--- src/rtl/mem_arb_pkg.sv ---
// Shared definitions for the memory-port arbiter and the caches above it.
package mem_arb_pkg;

    localparam int ADDR_W = 28;   // block address (128-bit lines)
    localparam int DATA_W = 128;  // one cache line

    typedef enum logic [1:0] {
        IDLE,
        SERVE_I,
        SERVE_D,
        DONE
    } arb_state_e;

endpackage

--- src/rtl/mem_port_arbiter_if.sv ---
// Cache-side and memory-side signals of the shared memory port.
interface mem_port_arbiter_if #(
    parameter int ADDR_W = mem_arb_pkg::ADDR_W,
    parameter int DATA_W = mem_arb_pkg::DATA_W
);

    logic              i_read;
    logic [ADDR_W-1:0] i_addr;
    logic [DATA_W-1:0] i_rdata;
    logic              i_ready;

    logic              d_read;
    logic              d_write;
    logic [ADDR_W-1:0] d_addr;
    logic [DATA_W-1:0] d_wdata;
    logic [DATA_W-1:0] d_rdata;
    logic              d_ready;

    logic              mem_read;
    logic              mem_write;
    logic [ADDR_W-1:0] mem_addr;
    logic [DATA_W-1:0] mem_wdata;
    logic [DATA_W-1:0] mem_rdata;
    logic              mem_ready;

    // Arbiter view.
    modport slave (
        input  i_read, i_addr, d_read, d_write, d_addr, d_wdata, mem_rdata, mem_ready,
        output i_rdata, i_ready, d_rdata, d_ready, mem_read, mem_write, mem_addr, mem_wdata
    );

    // Environment view: the two caches plus the memory.
    modport master (
        output i_read, i_addr, d_read, d_write, d_addr, d_wdata, mem_rdata, mem_ready,
        input  i_rdata, i_ready, d_rdata, d_ready, mem_read, mem_write, mem_addr, mem_wdata
    );

endinterface

--- src/rtl/mem_port_arbiter.sv ---
// Shares one memory port between I-cache refills and D-cache refills/write-backs:
// fixed D priority, anti-starvation counter for I, one transaction in flight.
module mem_port_arbiter #(
    parameter int ADDR_W     = mem_arb_pkg::ADDR_W,
    parameter int DATA_W     = mem_arb_pkg::DATA_W,
    parameter int STARVE_MAX = 4
) (
    input  logic              clk,
    input  logic              rst,
    mem_port_arbiter_if.slave bus
);

    import mem_arb_pkg::*;

    localparam int              CNT_W      = $clog2(STARVE_MAX + 1);
    localparam logic [CNT_W-1:0] STARVE_LIM = CNT_W'(STARVE_MAX);

    arb_state_e state_q, state_d;
    logic       d_req, grant_i, grant_d, serving;

    logic              mem_read_q,  mem_read_d;
    logic              mem_write_q, mem_write_d;
    logic [ADDR_W-1:0] mem_addr_q,  mem_addr_d;
    logic [DATA_W-1:0] mem_wdata_q, mem_wdata_d;
    logic [DATA_W-1:0] i_rdata_q,   i_rdata_d;
    logic [DATA_W-1:0] d_rdata_q,   d_rdata_d;
    logic              i_ready_q,   i_ready_d;
    logic              d_ready_q,   d_ready_d;
    logic [CNT_W-1:0]  starve_cnt,  starve_d;

    assign d_req   = bus.d_read | bus.d_write;
    assign serving = (state_q == SERVE_I) || (state_q == SERVE_D);

    // NOTE: sequential state uses non-blocking assignments so every register
    // samples pre-edge values, independent of process evaluation order.
    always_ff @(posedge clk or posedge rst) begin
        if (rst) state_q <= IDLE;
        else     state_q <= state_d;
    end

    // NOTE: every variable written here gets a default first, so no path
    // leaves it unassigned and no latch is inferred.
    always_comb begin
        state_d = state_q;
        grant_i = 1'b0;
        grant_d = 1'b0;
        case (state_q)
            IDLE: begin
                if (bus.i_read && (starve_cnt == STARVE_LIM || !d_req)) begin
                    grant_i = 1'b1;
                    state_d = SERVE_I;
                end else if (d_req) begin
                    grant_d = 1'b1;
                    state_d = SERVE_D;
                end
            end
            SERVE_I, SERVE_D: if (bus.mem_ready) state_d = DONE;
            DONE:             state_d = IDLE;
            default:          state_d = IDLE;
        endcase
    end

    // Next values of the registered memory/cache outputs and the starvation counter.
    always_comb begin
        mem_read_d  = mem_read_q;
        mem_write_d = mem_write_q;
        mem_addr_d  = mem_addr_q;
        mem_wdata_d = mem_wdata_q;
        i_rdata_d   = i_rdata_q;
        d_rdata_d   = d_rdata_q;
        i_ready_d   = 1'b0;
        d_ready_d   = 1'b0;
        starve_d    = starve_cnt;

        if (grant_i) begin
            mem_read_d  = 1'b1;
            mem_write_d = 1'b0;
            mem_addr_d  = bus.i_addr;
            starve_d    = '0;
        end else if (grant_d) begin
            mem_addr_d = bus.d_addr;
            // A write-back beats a refill so a dirty line reaches memory before it is re-read.
            if (bus.d_write) begin
                mem_read_d  = 1'b0;
                mem_write_d = 1'b1;
                mem_wdata_d = bus.d_wdata;
            end else begin
                mem_read_d  = 1'b1;
                mem_write_d = 1'b0;
            end
            if (!bus.i_read)                 starve_d = '0;
            else if (starve_cnt != STARVE_LIM) starve_d = starve_cnt + CNT_W'(1);
        end

        if (serving && bus.mem_ready) begin
            mem_read_d  = 1'b0;
            mem_write_d = 1'b0;
            if (state_q == SERVE_I) begin
                i_rdata_d = bus.mem_rdata;
                i_ready_d = 1'b1;
            end else begin
                d_rdata_d = bus.mem_rdata;
                d_ready_d = 1'b1;
            end
        end
    end

    always_ff @(posedge clk or posedge rst) begin
        if (rst) begin
            mem_read_q  <= 1'b0;
            mem_write_q <= 1'b0;
            mem_addr_q  <= '0;
            mem_wdata_q <= '0;
            i_rdata_q   <= '0;
            d_rdata_q   <= '0;
            i_ready_q   <= 1'b0;
            d_ready_q   <= 1'b0;
            starve_cnt  <= '0;
        end else begin
            mem_read_q  <= mem_read_d;
            mem_write_q <= mem_write_d;
            mem_addr_q  <= mem_addr_d;
            mem_wdata_q <= mem_wdata_d;
            i_rdata_q   <= i_rdata_d;
            d_rdata_q   <= d_rdata_d;
            i_ready_q   <= i_ready_d;
            d_ready_q   <= d_ready_d;
            starve_cnt  <= starve_d;
        end
    end

    assign bus.mem_read  = mem_read_q;
    assign bus.mem_write = mem_write_q;
    assign bus.mem_addr  = mem_addr_q;
    assign bus.mem_wdata = mem_wdata_q;
    assign bus.i_rdata   = i_rdata_q;
    assign bus.d_rdata   = d_rdata_q;
    assign bus.i_ready   = i_ready_q;
    assign bus.d_ready   = d_ready_q;

endmodule
--- src/flat_wrapper.sv ---
// flat-port wrapper written by rule: the top's interface ports become plain ports
module mem_port_arbiter_flat import mem_arb_pkg::*;
#(
    parameter int ADDR_W     = mem_arb_pkg::ADDR_W,
    parameter int DATA_W     = mem_arb_pkg::DATA_W,
    parameter int STARVE_MAX = 4
)
  (clk, rst, bus_i_read, bus_i_addr, bus_d_read, bus_d_write, bus_d_addr, bus_d_wdata, bus_mem_rdata, bus_mem_ready, bus_i_rdata, bus_i_ready, bus_d_rdata, bus_d_ready, bus_mem_read, bus_mem_write, bus_mem_addr, bus_mem_wdata);
  mem_port_arbiter_if #(.ADDR_W(ADDR_W), .DATA_W(DATA_W)) bus_i ();
  input  logic clk;
  input  logic rst;
  input wire logic [$bits(bus_i.i_read)-1:0] bus_i_read;
  input wire logic [$bits(bus_i.i_addr)-1:0] bus_i_addr;
  input wire logic [$bits(bus_i.d_read)-1:0] bus_d_read;
  input wire logic [$bits(bus_i.d_write)-1:0] bus_d_write;
  input wire logic [$bits(bus_i.d_addr)-1:0] bus_d_addr;
  input wire logic [$bits(bus_i.d_wdata)-1:0] bus_d_wdata;
  input wire logic [$bits(bus_i.mem_rdata)-1:0] bus_mem_rdata;
  input wire logic [$bits(bus_i.mem_ready)-1:0] bus_mem_ready;
  output wire logic [$bits(bus_i.i_rdata)-1:0] bus_i_rdata;
  output wire logic [$bits(bus_i.i_ready)-1:0] bus_i_ready;
  output wire logic [$bits(bus_i.d_rdata)-1:0] bus_d_rdata;
  output wire logic [$bits(bus_i.d_ready)-1:0] bus_d_ready;
  output wire logic [$bits(bus_i.mem_read)-1:0] bus_mem_read;
  output wire logic [$bits(bus_i.mem_write)-1:0] bus_mem_write;
  output wire logic [$bits(bus_i.mem_addr)-1:0] bus_mem_addr;
  output wire logic [$bits(bus_i.mem_wdata)-1:0] bus_mem_wdata;
  assign bus_i.i_read = bus_i_read;
  assign bus_i.i_addr = bus_i_addr;
  assign bus_i.d_read = bus_d_read;
  assign bus_i.d_write = bus_d_write;
  assign bus_i.d_addr = bus_d_addr;
  assign bus_i.d_wdata = bus_d_wdata;
  assign bus_i.mem_rdata = bus_mem_rdata;
  assign bus_i.mem_ready = bus_mem_ready;
  assign bus_i_rdata = bus_i.i_rdata;
  assign bus_i_ready = bus_i.i_ready;
  assign bus_d_rdata = bus_i.d_rdata;
  assign bus_d_ready = bus_i.d_ready;
  assign bus_mem_read = bus_i.mem_read;
  assign bus_mem_write = bus_i.mem_write;
  assign bus_mem_addr = bus_i.mem_addr;
  assign bus_mem_wdata = bus_i.mem_wdata;
  mem_port_arbiter #(.ADDR_W(ADDR_W), .DATA_W(DATA_W), .STARVE_MAX(STARVE_MAX)) u_core (.clk(clk), .rst(rst), .bus(bus_i));
endmodule
--- config.mk ---
export PLATFORM = sky130hd
export DESIGN_NAME = mem_port_arbiter_flat
export DESIGN_NICKNAME = d
export VERILOG_FILES = /design/src/rtl/mem_arb_pkg.sv /design/src/rtl/mem_port_arbiter_if.sv /design/src/rtl/mem_port_arbiter.sv /design/src/flat_wrapper.sv
export SDC_FILE = /design/constraint.sdc
export NUM_CORES = 1
export LEC_CHECK = 0
export BUFFER_PORTS_ARGS = -buffer_cell sky130_fd_sc_hd__buf_2
export CAP_MARGIN = 20
export CORE_AREA = 2 2 285 287
export CTS_BUF_LIST = sky130_fd_sc_hd__clkbuf_16
export CTS_CLUSTER_SIZE = 10
export DETAILED_ROUTE_END_ITERATION = 6
export DIE_AREA = 0 0 287 289
export GPL_ROUTABILITY_DRIVEN = 0
export GPL_TIMING_DRIVEN = 1
export SLEW_MARGIN = 20
export SYNTH_ARGS = -nofsm -noshare
export SYNTH_HDL_FRONTEND = slang
export SYNTH_SLANG_ARGS = --single-unit
--- constraint.sdc ---
create_clock -name clk -period 34.1 [get_ports clk]
set_input_delay 5.115 -clock clk [delete_from_list [all_inputs] [get_ports clk]]
set_output_delay 5.115 -clock clk [all_outputs]
set_load 0.005 [all_outputs]
==> results of run 1 <==
==> power breakdown <==
part           internal (mW)  switching (mW)  total (mW)
sequential             0.755           0.139       0.894
combinational          0.495           0.366       0.860
clock                  0.258           0.196       0.454
total                   1.51           0.700        2.21
==> layer usage <==
metal / vias up / part of all wire, % / routed length [µm]
met1: 5732 / 37 / 18000
met2: 537 / 51 / 25400
met3: 87 / 8.4 / 4160
met5: - / 0 / 0
met4: 0 / 3.6 / 1790
li1: 5101 / - / -
==> placed cells by master (no fill, tap or decap), types with 2 or more instances in the layout <==
cell type / count
sky130_fd_sc_hd__buf_2: 733
sky130_fd_sc_hd__o21ai_0: 30
sky130_fd_sc_hd__clkbuf_16: 50
sky130_fd_sc_hd__a31oi_1: 2
sky130_fd_sc_hd__nand3_1: 3
sky130_fd_sc_hd__a21oi_1: 29
sky130_fd_sc_hd__clkinv_1: 5
sky130_fd_sc_hd__mux2_2: 261
sky130_fd_sc_hd__and3_1: 2
sky130_fd_sc_hd__buf_4: 13
sky130_fd_sc_hd__inv_1: 15
sky130_fd_sc_hd__mux2_4: 109
sky130_fd_sc_hd__mux2_1: 14
sky130_fd_sc_hd__dfrtp_1: 421
sky130_fd_sc_hd__nand2_1: 31
sky130_fd_sc_hd__diode_2: 3
sky130_fd_sc_hd__o31ai_1: 28
sky130_fd_sc_hd__ha_1: 4
sky130_fd_sc_hd__nor2_1: 3
==> cells by family (layout without fill, tap and decap cells) <==
kind of cell	after synthesis	after routing
AND/OR/NAND/NOR	47	47
adder cells (fa/ha/maj)	4	4
multiplexers	384	384
other	0	3
flip-flops	421	421
buffers and inverters	68	819
AO/OA/AOI/OAI	98	98
==> registers in the layout, summed over array words and instances, names as in the netlist <==
register              flops
u_core.bus.mem_write      1
u_core.bus.i_ready        1
u_core.state_q            2
u_core.starve_cnt         3
u_core.bus.mem_addr      28
u_core.bus.mem_read       1
u_core.bus.mem_wdata    128
u_core.bus.d_ready        1
u_core.bus.i_rdata      128
u_core.bus.d_rdata      128
==> path summary, 6_finish.rpt <==
kind	start	end	cells after the start
worst max-delay path	bus_mem_ready	u_core.bus.d_rdata[124]$_DFFE_PP0P_	6
worst min-delay path	u_core.bus.mem_addr[20]$_DFFE_PP0P_	u_core.bus.mem_addr[20]$_DFFE_PP0P_	2
worst max register to register	u_core.state_q[0]$_DFFE_PP0P_	u_core.bus.d_rdata[124]$_DFFE_PP0P_	7
worst min register to register	u_core.bus.mem_addr[20]$_DFFE_PP0P_	u_core.bus.mem_addr[20]$_DFFE_PP0P_	2
max in group asynchronous	rst	u_core.bus.d_rdata[102]$_DFFE_PP0P_	5
min in group asynchronous	rst	u_core.bus.d_rdata[70]$_DFFE_PP0P_	2
==> worst max-delay path: cells and delay by family <==
kind                   cells  cell delay, ps
buffers and inverters      3            1760
AND/OR/NAND/NOR            2             660
multiplexers               1             420
==> stage by stage <==
step                power (mW)  setup slack [ps]  hold slack (ps)  cell area (µm²)  std cells
CTS                       2.24             26300              483            22600       2833
detailed placement        1.77             25680              471            21300       2768
finish                    2.21             26450              475            22600       2836
floorplan                 1.38             17270              473            16600       1022
global placement          1.74             25830              463            21300       2767
global route              2.35             25890              503            22600       2834
==> cell type report <==
class,count,share of cell area [%]
antenna,3,0.0332
clock buffer,50,5.53
clock inverter,15,0.304
inverter,7,0.149
multi-input combinational,533,24.9
sequential,421,46.5
tap,1060,5.86
timing repair buffer,747,16.7
==> results.py, run 1 <==
metrics = {
    "status": {
        "result_of_the_run": "finished, final reports clean",
    },
    "grt": {
        "grt_pass1_wl_um": 73000,
        "largest_net_degree_at_the_start_of_global_routing": 124,
        "grt_pass1_vias": 12600,
        "grt-busiest-layer": "met2",
        "grt_overflow": 0,
        "antenna_found_initial": 2,
        "grtUsageTotal_pct": 11.1,
        "global_route.usage.met3_pct": 3.43,
        "grtUsageMet2_pct": 20.2,
        "grtUsageMet1_pct": 12.0,
    },
    "sta": {
        "timing.final.hold_violations": 0,
        "final.min_clock_period_ps": 7650,
        "report.final.setup_viol": 0,
        "max_slew.worst_pin.slew_ps": 1050,
        "finalClockSkew_ps": 12.6,
        "max_clock_freq_mhz": 131,
        "setup_repair_after_global_routing_missed_its_margin": "false",
        "timing_max_transition_violations_final": 0,
        "slew_headroom_pct": 29.9,
        "timing.setup.tns_ps": 0,
        "period_share_pct": 22.4,
    },
    "setup_path": {
        "critical_path_required_ps": 34550,
        "cpMostUsedCell": "sky130_fd_sc_hd__buf_4",
        "slowest_stage": "sky130_fd_sc_hd__buf_4",
        "crit_chain": "buf_2, nand2_1, or2_4, buf_4, buf_4, mux2_2",
        "delay_of_the_slowest_cell_on_the_worst_path_ps": 900,
        "worst-endpoint-arrival_ps": 8090,
        "crit_type": "in -> reg",
        "critical_path_peak_fanout": 56,
        "worst_setup_end_kind": "flop",
        "ff2ff_setup_slack_ps": 30280,
        "worstSetupStartpointType": "input port",
    },
    "detailed_routing": {
        "drt_first_iter_violations": 287,
        "drt_pre_antenna_iters": 4,
        "drc": 0,
        "ant_nets": 0,
        "routed_wl_um": 49300,
        "vias": 11500,
        "wl_per_cell_um": 17.4,
        "vias_per_cell": 4.04,
    },
    "clock_network": {
        "htreeDepth": 2,
        "clockRootBuffer": "sky130_fd_sc_hd__clkbuf_16",
        "numCtsBuffers": 49,
        "clkSinkCount": 421,
        "tritoncts": "yes",
        "cts_setup_buffers": 0,
        "clock_latency_ps": 570,
        "cts.repair.resized": 0,
        "worst_setup_hold_path_clk_slew_ps": 50,
        "cts_max_path_buffers": 3,
        "cts_hold_repair.buffers": 0,
    },
    "yosys": {
        "mappedNetlistArea_um2": 16600,
        "synth-edff-count": 0,
        "synth_area_per_cell_um2": 16.3,
        "synth_area_leader_cell": "sky130_fd_sc_hd__dfrtp_1",
        "synthMuxAreaShare_pct": 28.5,
        "area_share_of_the_leading_cell_type_in_the_synthesized_netlist_pct": 63.4,
        "yosys_warnings": 0,
        "ys_top_cells_by_area": "sky130_fd_sc_hd__dfrtp_1 63%, sky130_fd_sc_hd__mux2_2 18%, sky130_fd_sc_hd__mux2_4 9.9%, sky130_fd_sc_hd__o31ai_1 1.3%, sky130_fd_sc_hd__buf_4 0.99%",
        "post_synthesis_simple_gate_area_fraction_pct": 1.26,
        "ys_seq_area_share_pct": 63.4,
        "yosys.cell_count.top_type": "sky130_fd_sc_hd__dfrtp_1",
        "synth-async-reset-ratio_pct": 100,
        "complex_gate_fraction_of_the_synthesized_area_pct": 3.55,
        "synthesized_nets": 1344,
        "cell_variety_after_synth": 33,
        "syn-instance-count": 1022,
        "synth.ff_latch_count": 421,
        "synth-adder-area-share_pct": 0.301,
        "synth_common_cells": "421 x sky130_fd_sc_hd__dfrtp_1, 261 x sky130_fd_sc_hd__mux2_2, 109 x sky130_fd_sc_hd__mux2_4",
        "synthFlopType": "sky130_fd_sc_hd__dfrtp_1",
        "yosys.area_share.xor_xnor_pct": 0,
        "synth_top_family_by_area": "multiplexers",
    },
    "layout": {
        "fin_nets": 2081,
        "multi_input_comb_area_um2": 5630,
        "fraction_of_layout_instances_using_a_drive_strength_above_1_pct": 66.4,
        "finish.utilization_pct": 28.3,
        "area_growth_pct": 36.2,
        "combined_flip_flop_and_latch_cell_area_um2": 10500,
        "n_fill_cell": 8207,
    },
    "die": {
        "core_area_um2": 79900,
        "die_width_um": 287,
        "floorplan.die.height_um": 289,
        "fp.dieArea_um2": 82900,
        "fp-row-count": 104,
        "effective_utilization_at_floorplan_pct": 20.8,
        "num_io_pins": 734,
    },
    "job": {
        "max_cap_violations": 0,
    },
    "power": {
        "p_per_area_nw_per_um2": 97.5,
        "leakagePower_nw": 11.1,
        "irDropWorstVdd_mv": 0.0494,
    },
    "placement": {
        "place.detailed.hpwl_um": 37000,
        "io_buffers": 733,
    },
    "min_path": {
        "min_delay_worst_type": "reg -> reg",
    },
}
(Power assumes the default switching activity.)
==> inputs of run 2 (changes only) <==
CORE_AREA = 2 2 284 286   (was 2 2 285 287)
DIE_AREA = 0 0 286 288   (was 0 0 287 289)
clock period = 7 ns   (was 34.1 ns; I/O delays follow)
==> results.py, run 2 (synthesized netlist as in run 1, its figures left out) <==
metrics = {
    "sta": {
        "hold-worst-slack_ps": 476,
        "max_clock_freq_mhz": 343,
        "final.min_clock_period_ps": 2920,
        "timing.final.hold_violations": 0,
        "timing_max_transition_violations_final": 0,
        "report.final.setup_viol": 0,
        "max_slew.worst_pin.slew_ps": 1030,
        "period_share_pct": 41.7,
        "finalClockSkew_ps": 22.0,
        "timing.setup.tns_ps": 0,
        "slew_headroom_pct": 31.6,
        "setup_repair_after_global_routing_missed_its_margin": "false",
    },
    "detailed_routing": {
        "ant_nets": 0,
        "drt_first_iter_violations": 367,
        "routed_wl_um": 47800,
        "vias_per_cell": 4.04,
        "drc": 0,
        "wl_per_cell_um": 16.9,
        "vias": 11500,
        "drt_pre_antenna_iters": 4,
    },
    "grt": {
        "grt_pass1_vias": 12400,
        "grt_pass1_wl_um": 71800,
        "antenna_found_initial": 0,
        "grtUsageTotal_pct": 10.9,
        "largest_net_degree_at_the_start_of_global_routing": 153,
        "grt_overflow": 0,
    },
    "min_path": {
        "holdCritStartpoint": "u_core.bus.mem_addr[17]$_DFFE_PP0P_",
        "min_delay_worst_type": "reg -> reg",
    },
    "layout": {
        "commonest_cells_after_routing_fill_and_taps_aside": "733 x sky130_fd_sc_hd__buf_2, 421 x sky130_fd_sc_hd__dfrtp_1, 261 x sky130_fd_sc_hd__mux2_2",
        "finish.utilization_pct": 28.5,
        "fraction_of_layout_instances_using_a_drive_strength_above_1_pct": 66.4,
        "fin_nets": 2080,
        "layout_commonest_cell": "sky130_fd_sc_hd__buf_2",
        "area_growth_pct": 36.6,
        "finish.instance_area_um2": 22700,
    },
    "setup_path": {
        "slowest_stage": "sky130_fd_sc_hd__buf_4",
        "crit_type": "reg -> reg",
        "crit_chain": "inv_1, ha_1, nand2_1, or2_4, buf_4, mux2_2",
        "critical_path_peak_fanout": 44,
        "worstSetupStartpointType": "flop",
        "path_delay_family": "buffers and inverters",
        "critical_path_buf_inv_count": 2,
        "worst_setup_path_startpoint": "u_core.state_q[0]$_DFFE_PP0P_",
        "rr_startpoint": "u_core.state_q[0]$_DFFE_PP0P_",
        "worst-endpoint-arrival_ps": 3370,
        "worst_setup_end_kind": "flop",
        "delay_of_the_slowest_cell_on_the_worst_path_ps": 720,
        "critical_path_required_ps": 7450,
    },
    "clock_network": {
        "tritoncts": "yes",
        "worst_setup_hold_path_clk_slew_ps": 60,
        "numCtsBuffers": 49,
        "htreeDepth": 2,
        "cts_hold_repair.buffers": 0,
        "clkSinkCount": 421,
        "cts_setup_buffers": 0,
        "cts_max_path_buffers": 3,
        "clock_latency_ps": 570,
        "cts.repair.resized": 0,
        "clockRootBuffer": "sky130_fd_sc_hd__clkbuf_16",
    },
    "die": {
        "fp-row-count": 104,
        "fp.dieArea_um2": 82400,
        "floorplan.die.height_um": 288,
        "effective_utilization_at_floorplan_pct": 20.9,
        "die_width_um": 286,
        "num_io_pins": 734,
        "core_area_um2": 79600,
    },
    "power": {
        "p_per_area_nw_per_um2": 473,
        "leakagePower_nw": 11.2,
        "irDropWorstVdd_mv": 0.252,
    },
    "placement": {
        "place.detailed.hpwl_um": 35100,
        "io_buffers": 733,
        "post_dp_cell_area_um2": 21400,
    },
    "job": {
        "max_cap_violations": 0,
    },
    "status": {
        "result_of_the_run": "finished, final reports clean",
    },
}
-- run 2: changes by cell type in the layout (fill, tap and decap cells not counted), sizes merged --
cell,before,now
buf,747,746
diode,3,1
clkinvlp,0,1
clkinv,6,4
inv,16,18
-- run 2: final timing paths --
check	endpoint	slack [ps]	cells after the start
max	u_core.bus.d_rdata[121]$_DFFE_PP0P_	4080	6
min	u_core.bus.mem_addr[17]$_DFFE_PP0P_	480	2
max reg2reg	u_core.bus.d_rdata[121]$_DFFE_PP0P_	4080	6
min reg2reg	u_core.bus.mem_addr[17]$_DFFE_PP0P_	480	2
max in group asynchronous	u_core.bus.mem_wdata[94]$_DFFE_PP0P_	4970	4
min in group asynchronous	u_core.bus.d_rdata[89]$_DFFE_PP0P_	500	2
-- run 2: per-layer routing --
metal	GRT usage [%]	vias to the layer above	wire, µm
li1	-	5100	-
met2	18.9	557	23700
met3	3.12	97	3930
met4	4.65	0	1790
met1	12.6	5703	18400
met5	0	-	0
-- run 2: area by class of cell --
type | count | area (µm²)
Tap cell | 1060 | 1330
Inverter | 7 | 30.0
Clock buffer | 50 | 1250
Multi-Input combinational cell | 533 | 5640
Timing Repair Buffer | 746 | 3840
Clock inverter | 16 | 73.8
Fill cell | 8257 | 56900
Sequential cell | 421 | 10500
Antenna cell | 1 | 2.50
-- run 2: per-stage QoR --
| stage | setup WS (ps) | power, mW | std cells |
|---|---|---|---|
| 2_1_floorplan | 271 | 6.73 | 1022 |
| 3_5_place_dp | 3690 | 8.60 | 2767 |
| 5_1_grt | 3900 | 11.4 | 2833 |
| 3_3_place_gp | 3730 | 8.44 | 2766 |
| 6_report | 4080 | 10.7 | 2834 |
| 4_1_cts | 4040 | 10.9 | 2833 |
-- run 2: where the power goes --
group          switching, mW  internal (mW)
combinational           1.76           2.41
sequential             0.680           3.68
clock                  0.956           1.26
-- run 2: tightest hold or removal path, stage by stage (launching register included) --
cell	delay, ps
sky130_fd_sc_hd__dfrtp_1	340
sky130_fd_sc_hd__nand2_1	40
sky130_fd_sc_hd__o21ai_0	60
==> inputs of run 3 (changes only) <==
clock period = 2.4 ns   (was 7 ns; I/O delays follow)
==> results.py, run 3 (synthesized netlist as in run 1, its figures left out) <==
metrics = {
    "status": {
        "result_of_the_run": "finished, final reports clean",
    },
    "layout": {
        "layout_commonest_cell": "sky130_fd_sc_hd__buf_2",
        "area_growth_pct": 49.2,
        "fin_nets": 2282,
        "fraction_of_layout_instances_using_a_drive_strength_above_1_pct": 61.5,
        "n_fill_cell": 7946,
        "commonest_cells_after_routing_fill_and_taps_aside": "733 x sky130_fd_sc_hd__buf_2, 421 x sky130_fd_sc_hd__dfrtp_1, 261 x sky130_fd_sc_hd__mux2_2",
        "combined_flip_flop_and_latch_cell_area_um2": 10500,
        "multi_input_comb_area_um2": 5630,
        "finish.utilization_pct": 31.1,
    },
    "setup_path": {
        "worst-endpoint-arrival_ps": 2640,
        "crit_type": "reg -> reg",
        "worstRegToRegCells": 7,
        "rr_startpoint": "u_core.state_q[0]$_DFFE_PP0P_",
        "critical_path_peak_fanout": 28,
        "cpMostUsedCell": "sky130_fd_sc_hd__buf_12",
        "path_delay_family": "buffers and inverters",
        "rr_endpoint": "u_core.bus.d_rdata[124]$_DFFE_PP0P_",
        "crit_chain": "inv_1, ha_1, nand2_1, or2_4, buf_12, buf_12, mux2_2",
        "slowest_stage": "sky130_fd_sc_hd__ha_1",
        "critical_path_required_ps": 2840,
        "ff2ff_setup_slack_ps": 210,
        "worstSetupPathDepth": 7,
        "worstSetupStartpointType": "flop",
        "critical_path_buf_inv_count": 3,
        "delay_of_the_slowest_cell_on_the_worst_path_ps": 410,
        "worst_setup_end_kind": "flop",
    },
    "die": {
        "die_width_um": 286,
        "fp-row-count": 104,
        "core_area_um2": 79600,
        "effective_utilization_at_floorplan_pct": 20.9,
        "fp.dieArea_um2": 82400,
        "floorplan.die.height_um": 288,
        "num_io_pins": 734,
    },
    "sta": {
        "final.min_clock_period_ps": 2190,
        "slew_headroom_pct": 34.6,
        "setup_repair_after_global_routing_missed_its_margin": "false",
        "finalClockSkew_ps": 13.3,
        "timing.final.hold_violations": 0,
        "timing_max_transition_violations_final": 0,
        "max_slew.worst_pin.slew_ps": 980,
        "max_clock_freq_mhz": 456,
        "period_share_pct": 91.4,
        "report.final.setup_viol": 0,
        "postLayoutSetupSlackWorst_ps": 207,
    },
    "detailed_routing": {
        "drc": 0,
        "wl_per_cell_um": 16.6,
        "drt_pre_antenna_iters": 4,
        "routed_wl_um": 50400,
        "drt_first_iter_violations": 323,
        "vias": 12300,
        "vias_per_cell": 4.05,
        "ant_nets": 0,
    },
    "job": {
        "max_cap_violations": 0,
    },
    "min_path": {
        "hold-path-endpoint": "u_core.bus.i_rdata[109]$_DFFE_PP0P_",
        "worstHoldPathCells": 2,
        "min_delay_worst_type": "in -> reg",
        "holdCritStartpoint": "bus_mem_rdata[109]",
    },
    "placement": {
        "place_ws_ps": 225,
        "io_buffers": 733,
        "place.detailed.hpwl_um": 36600,
    },
    "clock_network": {
        "clockRootBuffer": "sky130_fd_sc_hd__clkbuf_16",
        "tritoncts": "yes",
        "clock_latency_ps": 570,
        "numCtsBuffers": 50,
        "worst_setup_hold_path_clk_slew_ps": 60,
        "clkSinkCount": 421,
        "cts_max_path_buffers": 3,
        "htreeDepth": 2,
    },
    "grt": {
        "antenna_found_initial": 2,
        "largest_net_degree_at_the_start_of_global_routing": 97,
        "grt_pass1_wl_um": 75900,
        "grt_overflow": 0,
        "grtUsageTotal_pct": 11.6,
        "grt_pass1_vias": 13300,
    },
    "power": {
        "irDropWorstVdd_mv": 0.640,
        "p_per_area_nw_per_um2": 1300,
        "leakagePower_nw": 12.1,
    },
}
## run 3: worst max-delay path by stage
stage                             startpoint                             endpoint  slack [ps]
3_3_place_gp   u_core.state_q[0]$_DFFE_PP0P_  u_core.bus.d_rdata[121]$_DFFE_PP0P_         290
3_5_place_dp   u_core.state_q[0]$_DFFE_PP0P_  u_core.bus.d_rdata[124]$_DFFE_PP0P_         220
4_1_cts        u_core.state_q[0]$_DFFE_PP0P_  u_core.bus.d_rdata[124]$_DFFE_PP0P_         220
2_1_floorplan                            rst    u_core.bus.d_rdata[0]$_DFFE_PP0P_       -3640
5_1_grt        u_core.state_q[0]$_DFFE_PP0P_  u_core.bus.d_rdata[124]$_DFFE_PP0P_         120
6_report       u_core.state_q[0]$_DFFE_PP0P_  u_core.bus.d_rdata[124]$_DFFE_PP0P_         210
## run 3: power breakdown
part           switching [mW]  internal (mW)  leakage (nW)
logic                    5.31           7.52          6.33
clock network            2.79           3.85         0.696
registers                2.01           10.7          5.04
## run 3: what timing repair did
action	CTS	global route
hold buffers	164	0
gates resized for setup	0	0
setup buffers	0	0
hold endpoints to repair	227	0
## run 3: layout make-up
type                       instances  share of cell area (%)
timing repair buffer             947                    23.8
tap                             1060                    5.35
multi-input combinational        533                    22.7
antenna                            1                  0.0101
sequential                       421                    42.5
inverter                           7                   0.121
clock buffer                      51                    5.15
clock inverter                    16                   0.389
## run 3: routing by layer
| metal | share of wire, % | up-vias | global-route usage, % |
|---|---|---|---|
| met2 | 50 | 562 | 20.3 |
| li1 | - | 5509 | - |
| met1 | 38 | 6112 | 13.3 |
| met3 | 7.7 | 104 | 3.15 |
| met5 | 0.026 | - | 0 |
| met4 | 3.7 | 2 | 4.75 |
## run 3: metrics by stage
| step | power [mW] | std cells | setup TNS [ps] | area (µm²) | hold WS (ps) |
|---|---|---|---|---|---|
| finish | 32.2 | 3036 | 0 | 24800 | 46.6 |
| global route | 34.2 | 3035 | 0 | 24800 | 3.90 |
| CTS | 32.5 | 3035 | 0 | 24800 | 0.0365 |
| detailed placement | 25.5 | 2804 | 0 | 21800 | 440 |
| global placement | 25.0 | 2803 | 0 | 21800 | 445 |
| floorplan | 19.6 | 1022 | -1532230 | 16600 | 454 |
